===== src/rtl/spi_boot_image_loader_if.sv =====
// -----------------------------------------------------------------------------
// spi_boot_image_loader_if
//
// Purpose : groups the byte-stream handshake (from the SPI bootload engine)
//           and the program-RAM write bus of the boot image loader.
//
// Signals (named from the loader's point of view):
//   byte_i       [7:0]            byte read from SPI flash
//   byte_valid_i                  byte_i is valid
//   byte_ready_o                  loader accepts byte_i this cycle
//   wr_en_o                       program-RAM write strobe (one-cycle pulse)
//   wr_addr_o    [ADDR_WIDTH-1:0] program-RAM write address
//   wr_data_o    [17:0]           instruction word to write
//
// Modports:
//   master : upstream byte source / RAM side (drives bytes, observes writes)
//   slave  : the loader itself
// -----------------------------------------------------------------------------
interface spi_boot_image_loader_if #(
    parameter int ADDR_WIDTH = 10
);
    logic [7:0]            byte_i;
    logic                  byte_valid_i;
    logic                  byte_ready_o;
    logic                  wr_en_o;
    logic [ADDR_WIDTH-1:0] wr_addr_o;
    logic [17:0]           wr_data_o;

    modport master (
        output byte_i,
        output byte_valid_i,
        input  byte_ready_o,
        input  wr_en_o,
        input  wr_addr_o,
        input  wr_data_o
    );

    modport slave (
        input  byte_i,
        input  byte_valid_i,
        output byte_ready_o,
        output wr_en_o,
        output wr_addr_o,
        output wr_data_o
    );
endinterface


===== src/rtl/spi_boot_image_loader.sv =====
// -----------------------------------------------------------------------------
// spi_boot_image_loader
//
// Purpose : parses a boot image arriving as a byte stream from SPI flash and
//           writes it into the soft processor's program RAM. Image layout:
//             MAGIC_HI MAGIC_LO LEN_HI LEN_LO {DAT0 DAT1 DAT2} x N CSUM
//           Each 18-bit word is {DAT0[1:0], DAT1, DAT2}. The 8-bit checksum
//           is the modulo-256 sum of the length bytes, all data bytes and the
//           CSUM byte; the image is good when that sum is zero. The processor
//           is released from reset only after a good image.
//
// Ports:
//   clk_i        sole clock
//   rst_b_i      asynchronous active-low reset
//   start_i      one-cycle pulse: begin/restart a load (wins over a byte)
//   bus          slave modport: byte handshake in, program-RAM write bus out
//   cpu_reset_o  holds the soft processor in reset
//   done_o       image loaded and checksum good
//   error_o      0 none, 1 bad magic, 2 bad length, 3 bad checksum
//   state_o      current FSM state encoding (debug observation)
//
// Handshake: a byte transfers on a rising edge where byte_valid_i and
// byte_ready_o are both 1. byte_ready_o depends only on the state (1 in
// MAG_HI..CSUM), so it never combinationally depends on byte_valid_i.
// A source may hold byte_valid_i high across any number of not-ready cycles.
// -----------------------------------------------------------------------------
module spi_boot_image_loader #(
    parameter logic [15:0] MAGIC      = 16'hB007,
    parameter int          ADDR_WIDTH = 10,
    parameter int          MAX_WORDS  = 1024
) (
    input  logic                    clk_i,
    input  logic                    rst_b_i,
    input  logic                    start_i,
    spi_boot_image_loader_if.slave  bus,
    output logic                    cpu_reset_o,
    output logic                    done_o,
    output logic [1:0]              error_o,
    output logic [3:0]              state_o
);

    typedef enum logic [3:0] {
        IDLE   = 4'd0,
        MAG_HI = 4'd1,
        MAG_LO = 4'd2,
        LEN_HI = 4'd3,
        LEN_LO = 4'd4,
        DAT0   = 4'd5,
        DAT1   = 4'd6,
        DAT2   = 4'd7,
        CSUM   = 4'd8,
        DONE   = 4'd9,
        ERR    = 4'd10
    } state_t;

    localparam logic [1:0]  ERR_NONE  = 2'd0;
    localparam logic [1:0]  ERR_MAGIC = 2'd1;
    localparam logic [1:0]  ERR_LEN   = 2'd2;
    localparam logic [1:0]  ERR_CSUM  = 2'd3;
    localparam logic [16:0] MAX_N     = 17'(MAX_WORDS);

    state_t                state_q, state_d;
    logic [15:0]           cnt_q, cnt_d;        // index of the word being assembled
    logic [15:0]           len_q, len_d;        // word count N from the header
    logic [7:0]            len_hi_q, len_hi_d;
    logic [7:0]            sum_q, sum_d;        // running modulo-256 checksum
    logic [1:0]            dat0_q, dat0_d;      // only the low two bits of DAT0 matter
    logic [7:0]            dat1_q, dat1_d;
    logic                  wr_en_q, wr_en_d;
    logic [ADDR_WIDTH-1:0] wr_addr_q, wr_addr_d;
    logic [17:0]           wr_data_q, wr_data_d;
    logic                  cpu_reset_q, cpu_reset_d;
    logic                  done_q, done_d;
    logic [1:0]            error_q, error_d;

    logic                  byte_ready;
    logic                  accept;
    logic [15:0]           len_s;
    logic [7:0]            sum_s;

    assign byte_ready = (state_q inside {MAG_HI, MAG_LO, LEN_HI, LEN_LO,
                                         DAT0, DAT1, DAT2, CSUM});
    assign accept     = bus.byte_valid_i && byte_ready;

    always_ff @(posedge clk_i or negedge rst_b_i) begin
        if (!rst_b_i) begin
            state_q     <= IDLE;
            cnt_q       <= '0;
            len_q       <= '0;
            len_hi_q    <= '0;
            sum_q       <= '0;
            dat0_q      <= '0;
            dat1_q      <= '0;
            wr_en_q     <= 1'b0;
            wr_addr_q   <= '0;
            wr_data_q   <= '0;
            cpu_reset_q <= 1'b1;
            done_q      <= 1'b0;
            error_q     <= ERR_NONE;
        end else begin
            state_q     <= state_d;
            cnt_q       <= cnt_d;
            len_q       <= len_d;
            len_hi_q    <= len_hi_d;
            sum_q       <= sum_d;
            dat0_q      <= dat0_d;
            dat1_q      <= dat1_d;
            wr_en_q     <= wr_en_d;
            wr_addr_q   <= wr_addr_d;
            wr_data_q   <= wr_data_d;
            cpu_reset_q <= cpu_reset_d;
            done_q      <= done_d;
            error_q     <= error_d;
        end
    end

    always_comb begin
        state_d     = state_q;
        cnt_d       = cnt_q;
        len_d       = len_q;
        len_hi_d    = len_hi_q;
        sum_d       = sum_q;
        dat0_d      = dat0_q;
        dat1_d      = dat1_q;
        wr_en_d     = 1'b0;               // write strobe is a single-cycle pulse
        wr_addr_d   = wr_addr_q;
        wr_data_d   = wr_data_q;
        cpu_reset_d = cpu_reset_q;
        done_d      = done_q;
        error_d     = error_q;
        len_s       = {len_hi_q, bus.byte_i};
        sum_s       = sum_q + bus.byte_i;

        if (start_i) begin
            // Restart wins over a byte offered in the same cycle: that byte
            // is dropped, not consumed as MAG_HI.
            state_d     = MAG_HI;
            cnt_d       = '0;
            sum_d       = '0;
            cpu_reset_d = 1'b1;
            done_d      = 1'b0;
            error_d     = ERR_NONE;
        end else if (accept) begin
            unique case (state_q)
                MAG_HI: begin
                    if (bus.byte_i == MAGIC[15:8]) begin
                        state_d = MAG_LO;
                    end else begin
                        state_d = ERR;
                        error_d = ERR_MAGIC;
                    end
                end
                MAG_LO: begin
                    if (bus.byte_i == MAGIC[7:0]) begin
                        state_d = LEN_HI;
                    end else begin
                        state_d = ERR;
                        error_d = ERR_MAGIC;
                    end
                end
                LEN_HI: begin
                    len_hi_d = bus.byte_i;
                    sum_d    = sum_s;
                    state_d  = LEN_LO;
                end
                LEN_LO: begin
                    len_d = len_s;
                    sum_d = sum_s;
                    if (len_s == 16'd0 || {1'b0, len_s} > MAX_N) begin
                        state_d = ERR;
                        error_d = ERR_LEN;
                    end else begin
                        state_d = DAT0;
                    end
                end
                DAT0: begin
                    dat0_d  = bus.byte_i[1:0];
                    sum_d   = sum_s;
                    state_d = DAT1;
                end
                DAT1: begin
                    dat1_d  = bus.byte_i;
                    sum_d   = sum_s;
                    state_d = DAT2;
                end
                DAT2: begin
                    wr_en_d   = 1'b1;
                    wr_addr_d = cnt_q[ADDR_WIDTH-1:0];
                    wr_data_d = {dat0_q, dat1_q, bus.byte_i};
                    sum_d     = sum_s;
                    cnt_d     = cnt_q + 16'd1;
                    state_d   = (cnt_q == len_q - 16'd1) ? CSUM : DAT0;
                end
                CSUM: begin
                    sum_d = sum_s;
                    if (sum_s == 8'd0) begin
                        state_d     = DONE;
                        done_d      = 1'b1;
                        cpu_reset_d = 1'b0;
                    end else begin
                        state_d = ERR;
                        error_d = ERR_CSUM;
                    end
                end
                default: ;                 // IDLE/DONE/ERR never accept a byte
            endcase
        end
    end

    assign bus.byte_ready_o = byte_ready;
    assign bus.wr_en_o      = wr_en_q;
    assign bus.wr_addr_o    = wr_addr_q;
    assign bus.wr_data_o    = wr_data_q;
    assign cpu_reset_o      = cpu_reset_q;
    assign done_o           = done_q;
    assign error_o          = error_q;
    assign state_o          = state_q;

endmodule

===== src/flat_wrapper.sv =====
// flat-port wrapper written by rule: the top's interface ports become plain ports
module spi_boot_image_loader_flat 
#(
    parameter logic [15:0] MAGIC      = 16'hB007,
    parameter int          ADDR_WIDTH = 10,
    parameter int          MAX_WORDS  = 1024
)
  (clk_i, rst_b_i, start_i, cpu_reset_o, done_o, error_o, state_o, bus_byte_i, bus_byte_valid_i, bus_byte_ready_o, bus_wr_en_o, bus_wr_addr_o, bus_wr_data_o);
  spi_boot_image_loader_if #(.ADDR_WIDTH(ADDR_WIDTH)) bus_i ();
  input  logic clk_i;
  input  logic rst_b_i;
  input  logic start_i;
  output logic cpu_reset_o;
  output logic done_o;
  output logic [1:0] error_o;
  output logic [3:0] state_o;
  input wire logic [$bits(bus_i.byte_i)-1:0] bus_byte_i;
  input wire logic [$bits(bus_i.byte_valid_i)-1:0] bus_byte_valid_i;
  output wire logic [$bits(bus_i.byte_ready_o)-1:0] bus_byte_ready_o;
  output wire logic [$bits(bus_i.wr_en_o)-1:0] bus_wr_en_o;
  output wire logic [$bits(bus_i.wr_addr_o)-1:0] bus_wr_addr_o;
  output wire logic [$bits(bus_i.wr_data_o)-1:0] bus_wr_data_o;
  assign bus_i.byte_i = bus_byte_i;
  assign bus_i.byte_valid_i = bus_byte_valid_i;
  assign bus_byte_ready_o = bus_i.byte_ready_o;
  assign bus_wr_en_o = bus_i.wr_en_o;
  assign bus_wr_addr_o = bus_i.wr_addr_o;
  assign bus_wr_data_o = bus_i.wr_data_o;
  spi_boot_image_loader #(.MAGIC(MAGIC), .ADDR_WIDTH(ADDR_WIDTH), .MAX_WORDS(MAX_WORDS)) u_core (.clk_i(clk_i), .rst_b_i(rst_b_i), .start_i(start_i), .bus(bus_i), .cpu_reset_o(cpu_reset_o), .done_o(done_o), .error_o(error_o), .state_o(state_o));
endmodule

===== config.mk =====
export PLATFORM = sky130hd
export DESIGN_NAME = spi_boot_image_loader_flat
export DESIGN_NICKNAME = d
export VERILOG_FILES = /design/src/rtl/spi_boot_image_loader_if.sv /design/src/rtl/spi_boot_image_loader.sv /design/src/flat_wrapper.sv
export SDC_FILE = /design/constraint.sdc
export NUM_CORES = 1
export LEC_CHECK = 0
export CAP_MARGIN = 20
export CORE_MARGIN = 3
export CORE_UTILIZATION = 42
export DETAILED_ROUTE_END_ITERATION = 8
export HOLD_SLACK_MARGIN = 0.06
export PLACE_DENSITY = 0.62
export RECOVER_POWER = 25
export SLEW_MARGIN = 20
export SYNTH_ARGS = -nofsm -noshare
export SYNTH_HDL_FRONTEND = slang
export SYNTH_SLANG_ARGS = --single-unit

===== constraint.sdc =====
create_clock -name clk_i -period 3.2 [get_ports clk_i]
set_input_delay 0.64 -clock clk_i [delete_from_list [all_inputs] [get_ports clk_i]]
set_output_delay 0.64 -clock clk_i [all_outputs]
set_load 0.02 [all_outputs]

# --- After elaboration in Yosys (flattened, before gate mapping) ---
# Cells that the tools add are included.
op_classes:
  n_reduce_logical: 23
  n_lt_le_gt_ge: 1
  muxes: 32
  add_sub_neg: 3
  eq_ne: 15
  n_bitwise: 1
op_table:
  columns: ["cell", "count"]
  rows:
  - ["$mux W16", 3]
  - ["$pmux W4 S8", 1]
  - ["$mux W4", 6]
  - ["$mux W8", 3]
  - ["$reduce_and A3 Y1", 6]
  - ["$add A16 B1 Y16 const B", 1]
  - ["$eq A16 B16 Y1", 1]
  - ["$eq A4 B3 Y1 const B", 4]
  - ["$gt A16 B11 Y1 const B", 1]
  - ["$logic_not A16 Y1", 1]
  - ["$sub A16 B1 Y16 const B", 1]
  - ["$mux W2", 7]
  - ["$ne A3 B3 Y1 const B", 4]
  - ["$mux W1", 11]
  - ["$reduce_bool A2 Y1", 5]
  - ["$reduce_bool A9 Y1", 1]
  - ["$add A8 B8 Y8", 1]
  - ["$eq A4 B2 Y1 const B", 2]
  - ["$eq A8 B3 Y1 const B", 1]
  - ["$eq A8 B8 Y1 const B", 1]
  - ["$logic_not A8 Y1", 1]
  - ["$pmux W2 S4", 1]
  - ["$reduce_bool A8 Y1", 1]
  - ["$reduce_and A2 Y1", 3]
  - ["other kinds (8)", 8]
word_totals:
  output_inout_bits: 38
  elab_cells: 88
  in_bits: 12
  register_bits: 95

# --- Logic depth before layout (Yosys ltp) ---
# Gate-level depths: netlist of run 1.
depth:
  depth_word: 6
  depth_mapped: 10
  mapped_depth_nobuf: 9

# --- Least setup slack after synthesis of run 1 ---
# OpenSTA, ideal clock, no wires.
synth_path:
  kind: "input port to flip-flop"
  from: "input bus_byte_i[0]"
  to: "register u_core.error_q[0], in the netlist u_core.error_o[0]"
  path_stages: 7
  arrival_time_ns: 3.099
  setup_time_ns: 0.099
  slack_ns: 0.001
  cell_sequence: "ha_1 fa_1 or4_1 or3_1 or4b_1 and2_1 a311oi_1"
synth_between:
  elab_chain_len: 4
  word_cells_on_any_way: 12
synth_lines:
  columns: ["element", "line", "source"]
  rows:
  - ["from (decl)", "flat_wrapper.sv:17", "input wire logic [$bits(bus_i.byte_i)-1:0] bus_byte_i;"]
  - ["$add A8 B8 Y8, or another cell as far along", "spi_boot_image_loader.sv:132", "sum_s = sum_q + bus.byte_i;"]
  - ["$logic_not A8 Y1 / $logic_or A1 B1 Y1 (equally long branches)", "spi_boot_image_loader.sv:196, spi_boot_image_loader.sv:169", null]
  - ["$ne A3 B3 Y1 (no source line)", null, null]
  - ["$reduce_and A6 Y1 (no source line) (*)", null, null]
  - ["to (signal assigned)", "spi_boot_image_loader.sv:113", "error_q <= error_d;"]
  - ["to (decl)", "spi_boot_image_loader.sv:74", "logic [1:0] error_q, error_d;"]
# Every way passes the cells marked *; elsewhere a longest branch is shown, timed or not.
# A chain may end at the register's enable or synchronous reset.

# --- Worst setup path after layout of run 1 ---
# Ends and elaborated chain as after synthesis.

==> qor.csv, run 1 <==
stage,metric,value,unit
grt,first_global_vias,3987,
worst_setup_path,reg2reg_to,u_core.error_o[0]$_DFFE_PN0P_,
timing,setup_viol,0,
grt,grt_max_degree,86,
worst_setup_path,startpoint_type,input port,
floorplanning,pin_count,50,
floorplanning,rows,39,
place,dp_slack,-527,ps
route,vias,3771,
floorplanning,die_w,115,µm
timing,hold_viol,0,
cts,cts_max_path_buffers,2,
place,place_congestion,0.866,
grt,globalRouteOverflowTotal,0,
synth,synthDistinctLibCells,61,
timing,fin_worst_skew,8.37,ps
worst_setup_path,endpoint_kind,register,
timing,finalCriticalPeriod,3090,ps
finish,final_cell_mix,"94 x dfrtp_1, 63 x mux2_2, 46 x clkdlybuf4s50_1",
place,place_area,0.00585,mm²
finish,area_growth,24.2,%
grt,gr-usage-all-layers,19.0,%
grt,antenna_found_initial,0,
cts,cts_hold_buf,0,
synth,ys_seq_elements,95,
synth,ys.flop_type,dfrtp_1,
route,drtIter0Drc,201,
synth,synth_edf_count,0,
worst_setup_path,crit_arrival,3300,ps
worst_hold_path,hold_depth,2,
place,dp_hpwl,8.30,mm
synth,avgSynthCellArea,11.0,µm²
grt,grt_pass1_wl,20.0,mm
synth,synth_area_leaders,"dfrtp_1 47%, mux2_2 14%, xnor2_1 4.2%",
route,routed_wl,11.5,mm
cts,tritoncts,built,
route,first_pass_iters,4,
worst_setup_path,cp.required,3410,ps
floorplanning,dieHeight,115,µm
route,viasPerCell,5.55,
synth,yosysTopAreaCellShare,47.2,%
route,wl_per_cell,17.0,µm
outcome,status,"complete, but fails checks",
worst_hold_path,min_to,u_core.cpu_reset_o$_DFFE_PN1P_,
cts,cts_buffers,9,
finish,fillCellCount,1047,
timing,fin_crit_sh,96.6,%
synth,synth_nets,476,
synth,async_flop_share,100,%
cts,htree_levels,3,
worst_hold_path,min_path_type,register to register,
cts,ctsRootBufferMaster,clkbuf_16,
timing,rsz0062_at_grt,false,
cts,cts.reportedPaths.clkPinSlew,70,ps
finish,diodes,0,
synth,syn-cell-area,0.00499,mm²
floorplanning,core,0.0115,mm²
finish,design_area,0.00619,mm²
finish,drive_gt1_share,25.4,%
worst_hold_path,hold_path_startpoint,u_core.cpu_reset_o$_DFFE_PN1P_,
floorplanning,dieArea,0.0132,mm²
place,io_buffers,49,
outcome,violations,"capacitance limit, slew limit",
finish,nets,553,
timing,drv_slew,86,
timing,max_freq,324,MHz
synth,yosysWarnings,0,
power,peakVddDrop,0.258,mV
worst_setup_path,path_max_fanout,4,
route,route.detailed.drc,0,
worst_setup_path,reg2regPathDepth,10,
synth,yosys.area.top_type,dfrtp_1,
floorplanning,start_util,43.3,%
power,p_per_area,471,mW/mm²
route,ant_nets,0,
cts,clock_sinks,95,
cts,clk_latency,350,ps
timing,max_slew_margin,-41.3,%
timing,worstMarginPinSlew,2120,ps
timing,finalWorstSetupSlack,109,ps
synth,syn_inst,454,
worst_setup_path,r2r_start,u_core.sum_q[0]$_DFFE_PN0P_,
synth,synth-seq-area-share,47.7,%
run,max_cap_violations,1,
finish,layout_commonest_cell,dfrtp_1,
worst_setup_path,crit_type,input port to register,
power,cellLeakagePower,0.00283,µW
worst_setup_path,r2r_slack,230,ps
[registers in the layout, summed over array words and instances (netlist names)]
| register | cells |
|---|---|
| u_core.bus.wr_addr_o | 10 |
| u_core.bus.wr_data_o | 18 |
| u_core.bus.wr_en_o | 1 |
| u_core.cnt_q | 16 |
| u_core.cpu_reset_o | 1 |
| u_core.dat0_q | 2 |
| u_core.dat1_q | 8 |
| u_core.done_o | 1 |
| u_core.error_o | 2 |
| u_core.len_hi_q | 8 |
| u_core.len_q | 16 |
| u_core.state_o | 4 |
| u_core.sum_q | 8 |
[layout make-up]
cell class                 instances  area (µm²)  area share (%)
clock buffer                      10         229            3.70
clock inverter                     6        62.6            1.01
inverter                           8        30.0           0.485
multi-input combinational        328        2520            40.7
sequential                        95        2380            38.4
tap                              143         179            2.89
timing repair buffer              89         791            12.8
[metal layers]
layer	share of wire (%)	vias to the layer above	GRT usage [%]
met4	2.5	0	8.37
met2	50	77	32.0
met1	45	1871	24.2
met3	3.0	21	3.11
li1	-	1802	-
met5	0	-	0
[cell usage after synthesis (all sizes together), types with 8 or more instances]
master	instances
dfrtp	94
mux2	63
nor2	46
xnor2	24
a21oi	18
clkbuf	17
nand2	17
xor2	16
o21ai	14
ha	9
mux2i	9
nor3	9
or4	9
inv	8
nand4	8
nor4	8
[through the flow]
step                cells  util (%)  hold WS [ps]  setup TNS [ps]  total power [µW]
detailed placement    662      50.8           474           -2430              1880
finish                679      53.8           484               0              2920
global route          679      53.8           523               0              3070
CTS                   679      53.7           488               0              2950
global placement      662      50.8           475           -2160              1860
floorplan             454         -           344               0              1660
[report_power, final]
part           total [µW]  internal, µW  switching, µW  leakage, µW
clock                1050           549            503     0.000143
combinational         514           252            262      0.00138
sequential           1350          1280           73.0      0.00130
total                2920          2080            838      0.00283
[worst max path at each step]
stage	cells past startpoint	start	end	slack, ps
after floorplan	7	bus_byte_i[0]	u_core.error_o[0]$_DFFE_PN0P_	1
after global placement	8	bus_byte_i[0]	u_core.error_o[0]$_DFFE_PN0P_	-450
after detailed placement	8	bus_byte_i[0]	u_core.error_o[0]$_DFFE_PN0P_	-530
after CTS	8	bus_byte_i[1]	u_core.error_o[0]$_DFFE_PN0P_	100
after global routing	11	bus_byte_i[0]	u_core.error_o[0]$_DFFE_PN0P_	10
final	11	bus_byte_i[0]	u_core.error_o[0]$_DFFE_PN0P_	110
[worst max-delay path, cell delays in order]
cell and delay, ps:
dlygate4sd2_1 240, ha_2 190, fa_2 430, a211oi_4 270, nor2_1 90, xnor2_1 140
or3_4 390, or4b_4 550, buf_6 140, a21oi_2 140, a311oi_2 60
[cell families (layout without fill, tap and decap cells)]
logic type | count (synthesis) | count (layout) | synth area share, %
multiplexers | 72 | 72 | 16.0
AO/OA/AOI/OAI | 65 | 65 | 8.83
XOR/XNOR | 40 | 40 | 7.02
adder cells (fa/ha/maj) | 10 | 10 | 2.66
AND/OR/NAND/NOR | 141 | 141 | 15.2
flip-flops | 95 | 95 | 47.7
buffers and inverters | 31 | 113 | 2.56
[repair_timing]
| item | CTS | global route |
|---|---|---|
| pin swaps | 6 | 0 |
| setup buffers | 1 | 0 |
| resized for setup | 10 | 2 |
| setup endpoints to repair | 5 | 1 |
(Power assumes the default switching activity.)
==> inputs of run 2 (changes only) <==
- CORE_MARGIN: 3 -> 1.5
==> qor.csv, run 2 (synthesis gave the netlist of run 1 again) <==
stage,metric,value,unit,change
outcome,status,"complete, but fails checks",,
outcome,violations,DRC,,
worst_setup_path,crit_arrival,3300,ps,about the same
finish,nets,556,,+0.54%
grt,grt_max_degree,54,,-37%
finish,final_cell_mix,"94 x dfrtp_1, 63 x mux2_2, 46 x clkdlybuf4s50_1",,
grt,antenna_found_initial,0,,unchanged
floorplanning,dieArea,0.0125,mm²,-5.2%
route,wl_per_cell,16.7,µm,-1.7%
power,power,3020,µW,+3.5%
cts,clock_sinks,95,,unchanged
timing,rsz0062_at_grt,false,,
grt,grt_pass1_wl,19.5,mm,-2.1%
finish,largest_reg_flops,18,,unchanged
worst_hold_path,hold_path_startpoint,u_core.dat1_q[3]$_DFFE_PN0P_,,
grt,globalRouteOverflowTotal,0,,unchanged
finish,fin_cells,682,,+0.44%
run,max_cap_violations,0,,-1
worst_setup_path,critPathLaunch,bus_byte_i[2],,
timing,max_freq,330,MHz,+2.0%
timing,worstMarginPinSlew,1300,ps,-824 ps
finish,layout_commonest_cell,dfrtp_1,,
route,vias,3824,,+1.4%
route,drtIter0Drc,232,,+15%
worst_setup_path,reg2reg_to,u_core.error_o[0]$_DFFE_PN0P_,,
timing,fin_crit_sh,94.7,%,-1.9 points
grt,gr-usage-all-layers,19.6,%,+0.60 points
place,io_buffers,49,,unchanged
floorplanning,pin_count,50,,unchanged
worst_setup_path,endpoint_kind,register,,
place,dpl.cell_count,665,,+0.45%
worst_setup_path,path_max_fanout,2,,-2
worst_setup_path,r2r_slack,320,ps,+90 ps
timing,hold_viol,0,,unchanged
worst_setup_path,crit_type,input port to register,,
timing,hold_ws,503,ps,+18.9 ps
worst_hold_path,hold_depth,1,,-1
floorplanning,dieHeight,112,µm,-2.6%
worst_setup_path,r2r_start,u_core.sum_q[0]$_DFFE_PN0P_,,
worst_hold_path,min_path_type,register to register,,
place,dp_hpwl,8.37,mm,+0.78%
worst_setup_path,startpoint_type,input port,,
cts,htree_levels,3,,unchanged
worst_setup_path,cp.required,3460,ps,+50 ps
floorplanning,die_w,112,µm,-2.6%
place,place_congestion,0.833,,-3.9%
power,peakVddDrop,0.337,mV,+31%
power,p_per_area,484,mW/mm²,+2.7%
cts,cts.reportedPaths.clkPinSlew,70,ps,about the same
power,cellLeakagePower,0.00286,µW,+1.0%
cts,ctsRootBufferMaster,clkbuf_16,,
finish,area_growth,25.2,%,
route,ant_nets,0,,unchanged
worst_setup_path,reg2regPathDepth,8,,-2
worst_setup_path,endpoint,u_core.error_o[0]$_DFFE_PN0P_,,
floorplanning,core,0.0115,mm²,unchanged
route,route.detailed.drc,10,,+10
cts,cts_buffers,9,,unchanged
floorplanning,start_util,43.3,%,unchanged
timing,max_slew_margin,13.6,%,+55 points
cts,cts_max_path_buffers,2,,unchanged
timing,setup_viol,0,,unchanged
timing,fin_tns_setup,0,ps,unchanged
finish,drive_gt1_share,26.0,%,+0.60 points
route,routed_wl,11.4,mm,-1.2%
floorplanning,rows,39,,unchanged
cts,tritoncts,built,,
grt,first_global_vias,3938,,-1.2%
timing,finalCriticalPeriod,3030,ps,-59.4 ps
cts,clk_latency,360,ps,about the same
finish,diodes,0,,unchanged
route,first_pass_iters,6,,+2
timing,fin_worst_skew,9.21,ps,+0.840 ps
timing,drv_slew,0,,-100%
route,viasPerCell,5.61,,+0.96%
==> run 2: changes by cell type in the layout (fill, tap and decap cells not counted), moves of 2 or more <==
cell	previous run	this run
o21ai_0	13	11
buf_4	39	42
o21ai_1	1	3
inv_6	3	0
inv_8	1	4
==> run 2: worst max-delay path, stage by stage <==
cell and delay (ps):
clkdlybuf4s50_1 430, ha_1 330, buf_4 150, a211oi_2 200
nor2_1 90, xnor2_1 140, or3_4 390, or4b_4 490
and2_4 180, a311oi_2 260
==> run 2: worst min-delay path by stage <==
stage	slack [ps]	endpoint
3_5_place_dp	490	u_core.bus.wr_data_o[13]$_DFFE_PN0P_
6_report	500	u_core.bus.wr_data_o[11]$_DFFE_PN0P_
5_1_grt	520	u_core.bus.wr_addr_o[6]$_DFFE_PN0P_
4_1_cts	320	u_core.cnt_q[12]$_DFFE_PN0P_
2_1_floorplan	340	u_core.bus.wr_addr_o[0]$_DFFE_PN0P_
3_3_place_gp	470	u_core.cpu_reset_o$_DFFE_PN1P_
==> run 2: metrics by stage <==
stage / area [µm²] / setup slack [ps] / util [%]
finish: 6240 / 168 / 54.2
floorplan: 4990 / 1.21 / -
global placement: 5870 / -451 / 51.0
global route: 6240 / 11.3 / 54.2
detailed placement: 5870 / -498 / 51.0
CTS: 6200 / 9.62 / 53.9
==> run 2: power by group <==
part / internal, µW / switching (µW)
registers: 1280 / 66.2
logic: 258 / 270
clock network: 634 / 515
==> run 2: final cells by class <==
type	instances	area, µm²
fillers	1077	5270
multi-input cells	328	2520
flip-flops and latches	95	2380
repair buffers	92	810
clock buffers	9	225
well taps	143	179
clock inverters	7	98.8
inverters	8	30.0
==> run 2: metal layers <==
metal | global-route usage, % | routed length (µm) | vias up
met3 | 4.52 | 411 | 17
met2 | 33.7 | 5700 | 62
met1 | 24.5 | 5070 | 1930
li1 | - | - | 1815
met4 | 6.67 | 206 | 0
met5 | 0 | 0 | -
==> run 2: what timing repair did <==
| action | in CTS | in global routing |
|---|---|---|
| buffers inserted | 0 | 1 |
| pin swaps | 2 | 3 |
| hold buffers | 0 | 0 |
| gates resized for setup | 2 | 12 |
| gates cloned | 0 | 0 |
| endpoints found under the setup margin | 5 | 6 |
==> inputs of run 3 (changes only) <==
- CELL_PAD_IN_SITES_DETAIL_PLACEMENT: unset -> 0
- CELL_PAD_IN_SITES_GLOBAL_PLACEMENT: unset -> 1
- GPL_TIMING_DRIVEN: unset -> 1
- PLACE_DENSITY: 0.62 -> 0.75
==> qor.csv, run 3 (synthesis gave the netlist of run 1 again) <==
stage,metric,value,unit,change
worst_setup_path,critical_path_buf_inv_count,1,,-1
route,viasPerCell,5.52,,-1.5%
timing,setup_viol,0,,unchanged
route,vias,3761,,-1.6%
worst_setup_path,crit_arrival,3320,ps,+20 ps
power,p_per_area,475,mW/mm²,-1.8%
outcome,violations,"DRC, capacitance limit, slew limit",,
cts,cts_hold_buf,0,,unchanged
cts,cts.reportedPaths.clkPinSlew,70,ps,about the same
floorplanning,pin_count,50,,unchanged
floorplanning,rows,39,,unchanged
floorplanning,dieHeight,112,µm,unchanged
cts,cts_max_path_buffers,2,,unchanged
worst_setup_path,cp_slowest_stage_delay,550,ps,+60 ps
worst_hold_path,hold_path_startpoint,u_core.cpu_reset_o$_DFFE_PN1P_,,
timing,max_freq,326,MHz,-1.3%
timing,fin_worst_skew,7.69,ps,-1.52 ps
worst_setup_path,reg2reg_to,u_core.error_o[0]$_DFFE_PN0P_,,
cts,clock_sinks,95,,unchanged
finish,fin_cells,681,,-0.15%
place,dp_hpwl,8.29,mm,-0.95%
timing,rsz0062_at_grt,false,,
worst_hold_path,min_to,u_core.cpu_reset_o$_DFFE_PN1P_,,
timing,hold_viol,0,,unchanged
timing,fin_crit_sh,96.0,%,+1.2 points
floorplanning,dieArea,0.0125,mm²,unchanged
floorplanning,die_w,112,µm,unchanged
cts,htree_levels,3,,unchanged
finish,fillCellCount,1006,,-6.6%
route,first_pass_iters,7,,+1
worst_setup_path,r2r_slack,260,ps,-60 ps
place,dpl.cell_count,665,,unchanged
finish,multi_input_area,0.00251,mm²,-0.50%
worst_setup_path,cp.depth,8,,-2
worst_setup_path,crit_type,input port to register,,
power,p_switching,845,µW,-0.83%
worst_hold_path,min_path_type,register to register,,
worst_setup_path,crit_path_cell_trace,dlygate4sd2_1 > ha_2 > fa_2 > or4_1 > or3_1 > or4b_4 > and2_4 > a311oi_2,,
route,wl_per_cell,17.0,µm,+2.1%
grt,grt_pass1_wl,19.3,mm,-1.1%
outcome,status,"complete, but fails checks",,
cts,clk_latency,350,ps,about the same
route,ant_nets,0,,unchanged
place,io_buffers,49,,unchanged
finish,drive_gt1_share,25.5,%,-0.51 points
route,routed_wl,11.6,mm,+2.0%
worst_setup_path,r2r_start,u_core.sum_q[0]$_DFFE_PN0P_,,
power,power_frac_comb,17.8,%,+0.3 points
finish,largest_reg_flops,18,,unchanged
timing,worstMarginPinSlew,1700,ps,+403 ps
finish,diodes,0,,unchanged
finish,final_cell_mix,"94 x dfrtp_1, 63 x mux2_2, 46 x clkdlybuf4s50_1",,
route,drtIter0Drc,227,,-2.2%
worst_setup_path,endpoint_kind,register,,
grt,grt_max_degree,65,,+20%
power,internal-power,2100,µW,-3.1%
finish,final_core_utilization,53.9,%,-0.36 points
finish,nets,555,,-0.18%
worst_setup_path,path_delay_family,simple AND/OR/NAND/NOR gates,,
floorplanning,start_util,43.3,%,unchanged
cts,cts_buffers,9,,unchanged
grt,globalRouteOverflowTotal,0,,unchanged
worst_setup_path,path_max_fanout,2,,unchanged
place,place_congestion,0.861,,+3.4%
cts,tritoncts,built,,
finish,area.sequential,0.00238,mm²,unchanged
grt,antenna_found_initial,0,,unchanged
power,pwr-share-clk,36.6,%,-1.5 points
worst_setup_path,cp.required,3450,ps,about the same
timing,max_slew_margin,-13.3,%,-27 points
cts,ctsRootBufferMaster,clkbuf_16,,
route,route.detailed.drc,4,,-6
finish,area_growth,24.4,%,
worst_setup_path,startpoint_type,input port,,
worst_setup_path,reg2regPathDepth,7,,-1
grt,first_global_vias,3900,,-0.96%
timing,finalCriticalPeriod,3070,ps,+38.7 ps
cts,cts_setup_buffers,0,,unchanged
timing,drv_slew,33,,+33
worst_setup_path,cp_slowest_cell,or4b_4,,
power,p_sw_share,28.7,%,+0.47 points
power,seqPwrFrac,45.6,%,+1.2 points
grt,gr-usage-all-layers,19.5,%,-0.16 points
run,max_cap_violations,1,,+1
worst_hold_path,hold_depth,2,,+1
power,peakVddDrop,0.325,mV,-3.7%
finish,layout_commonest_cell,dfrtp_1,,
power,cellLeakagePower,0.00283,µW,-0.90%
floorplanning,core,0.0115,mm²,unchanged
-- run 3: changes by cell type in the layout (fill, tap and decap cells not counted), sizes merged --
cell          before  now
bufinv             1    0
clkbuf            11   12
dlygate4sd2        0    1
dlymetal6s2s       2    1
buf               42   41
-- run 3: worst max-delay path by stage --
| stage | end | slack (ps) | start |
|---|---|---|---|
| 2_1_floorplan | u_core.error_o[0]$_DFFE_PN0P_ | 1 | bus_byte_i[0] |
| 3_3_place_gp | u_core.error_o[0]$_DFFE_PN0P_ | -440 | bus_byte_i[0] |
| 3_5_place_dp | u_core.error_o[0]$_DFFE_PN0P_ | -510 | bus_byte_i[0] |
| 4_1_cts | u_core.error_o[0]$_DFFE_PN0P_ | 70 | bus_byte_i[1] |
| 5_1_grt | u_core.error_o[0]$_DFFE_PN0P_ | 10 | bus_byte_i[2] |
| 6_report | u_core.error_o[0]$_DFFE_PN0P_ | 130 | bus_byte_i[0] |
-- run 3: power groups by stage --
stage          Clock [µW]  Sequential (µW)  Combinational, µW
2_1_floorplan           0             1350                310
3_3_place_gp            0             1360                513
3_5_place_dp            0             1360                519
4_1_cts              1110             1340                531
5_1_grt              1150             1350                582
6_report             1080             1340                525
-- run 3: through the flow --
step                      total power, µW  setup slack [ps]  hold WS (ps)  setup TNS, ps  cell area (µm²)
after CTS                            2980              67.6           235              0             6220
after global placement               1870              -436           473          -2100             5890
after global routing                 3080              9.86           513              0             6200
after floorplan                      1660              1.21           344              0             4990
final                                2950               130           487              0             6200
after detailed placement             1880              -513           481          -2430             5890
-- run 3: layer usage --
metal  track usage [%]  part of all wire (%)  vias up
li1                  -                     -     1800
met1              23.6                    44     1888
met2              35.2                    51       59
met3              3.86                   3.2       14
met4              5.82                   1.2        0
met5                 0                     0        -
-- run 3: area by class of cell --
class	instances	area share [%]
multi-input combinational	328	40.5
sequential	95	38.3
timing repair buffer	91	13.0
clock buffer	10	3.85
tap	143	2.88
clock inverter	6	0.989
inverter	8	0.484
-- run 3: worst min-delay path: stages, from the launching register on --
cell	delay, ps
dfstp_2	370
o21ai_0	60
nand2b_1	50
-- run 3: timing repair --
item,in CTS,in global routing
hold endpoints to repair,0,0
gates resized for setup,9,1
pin swaps,5,0
endpoints found under the setup margin,4,4
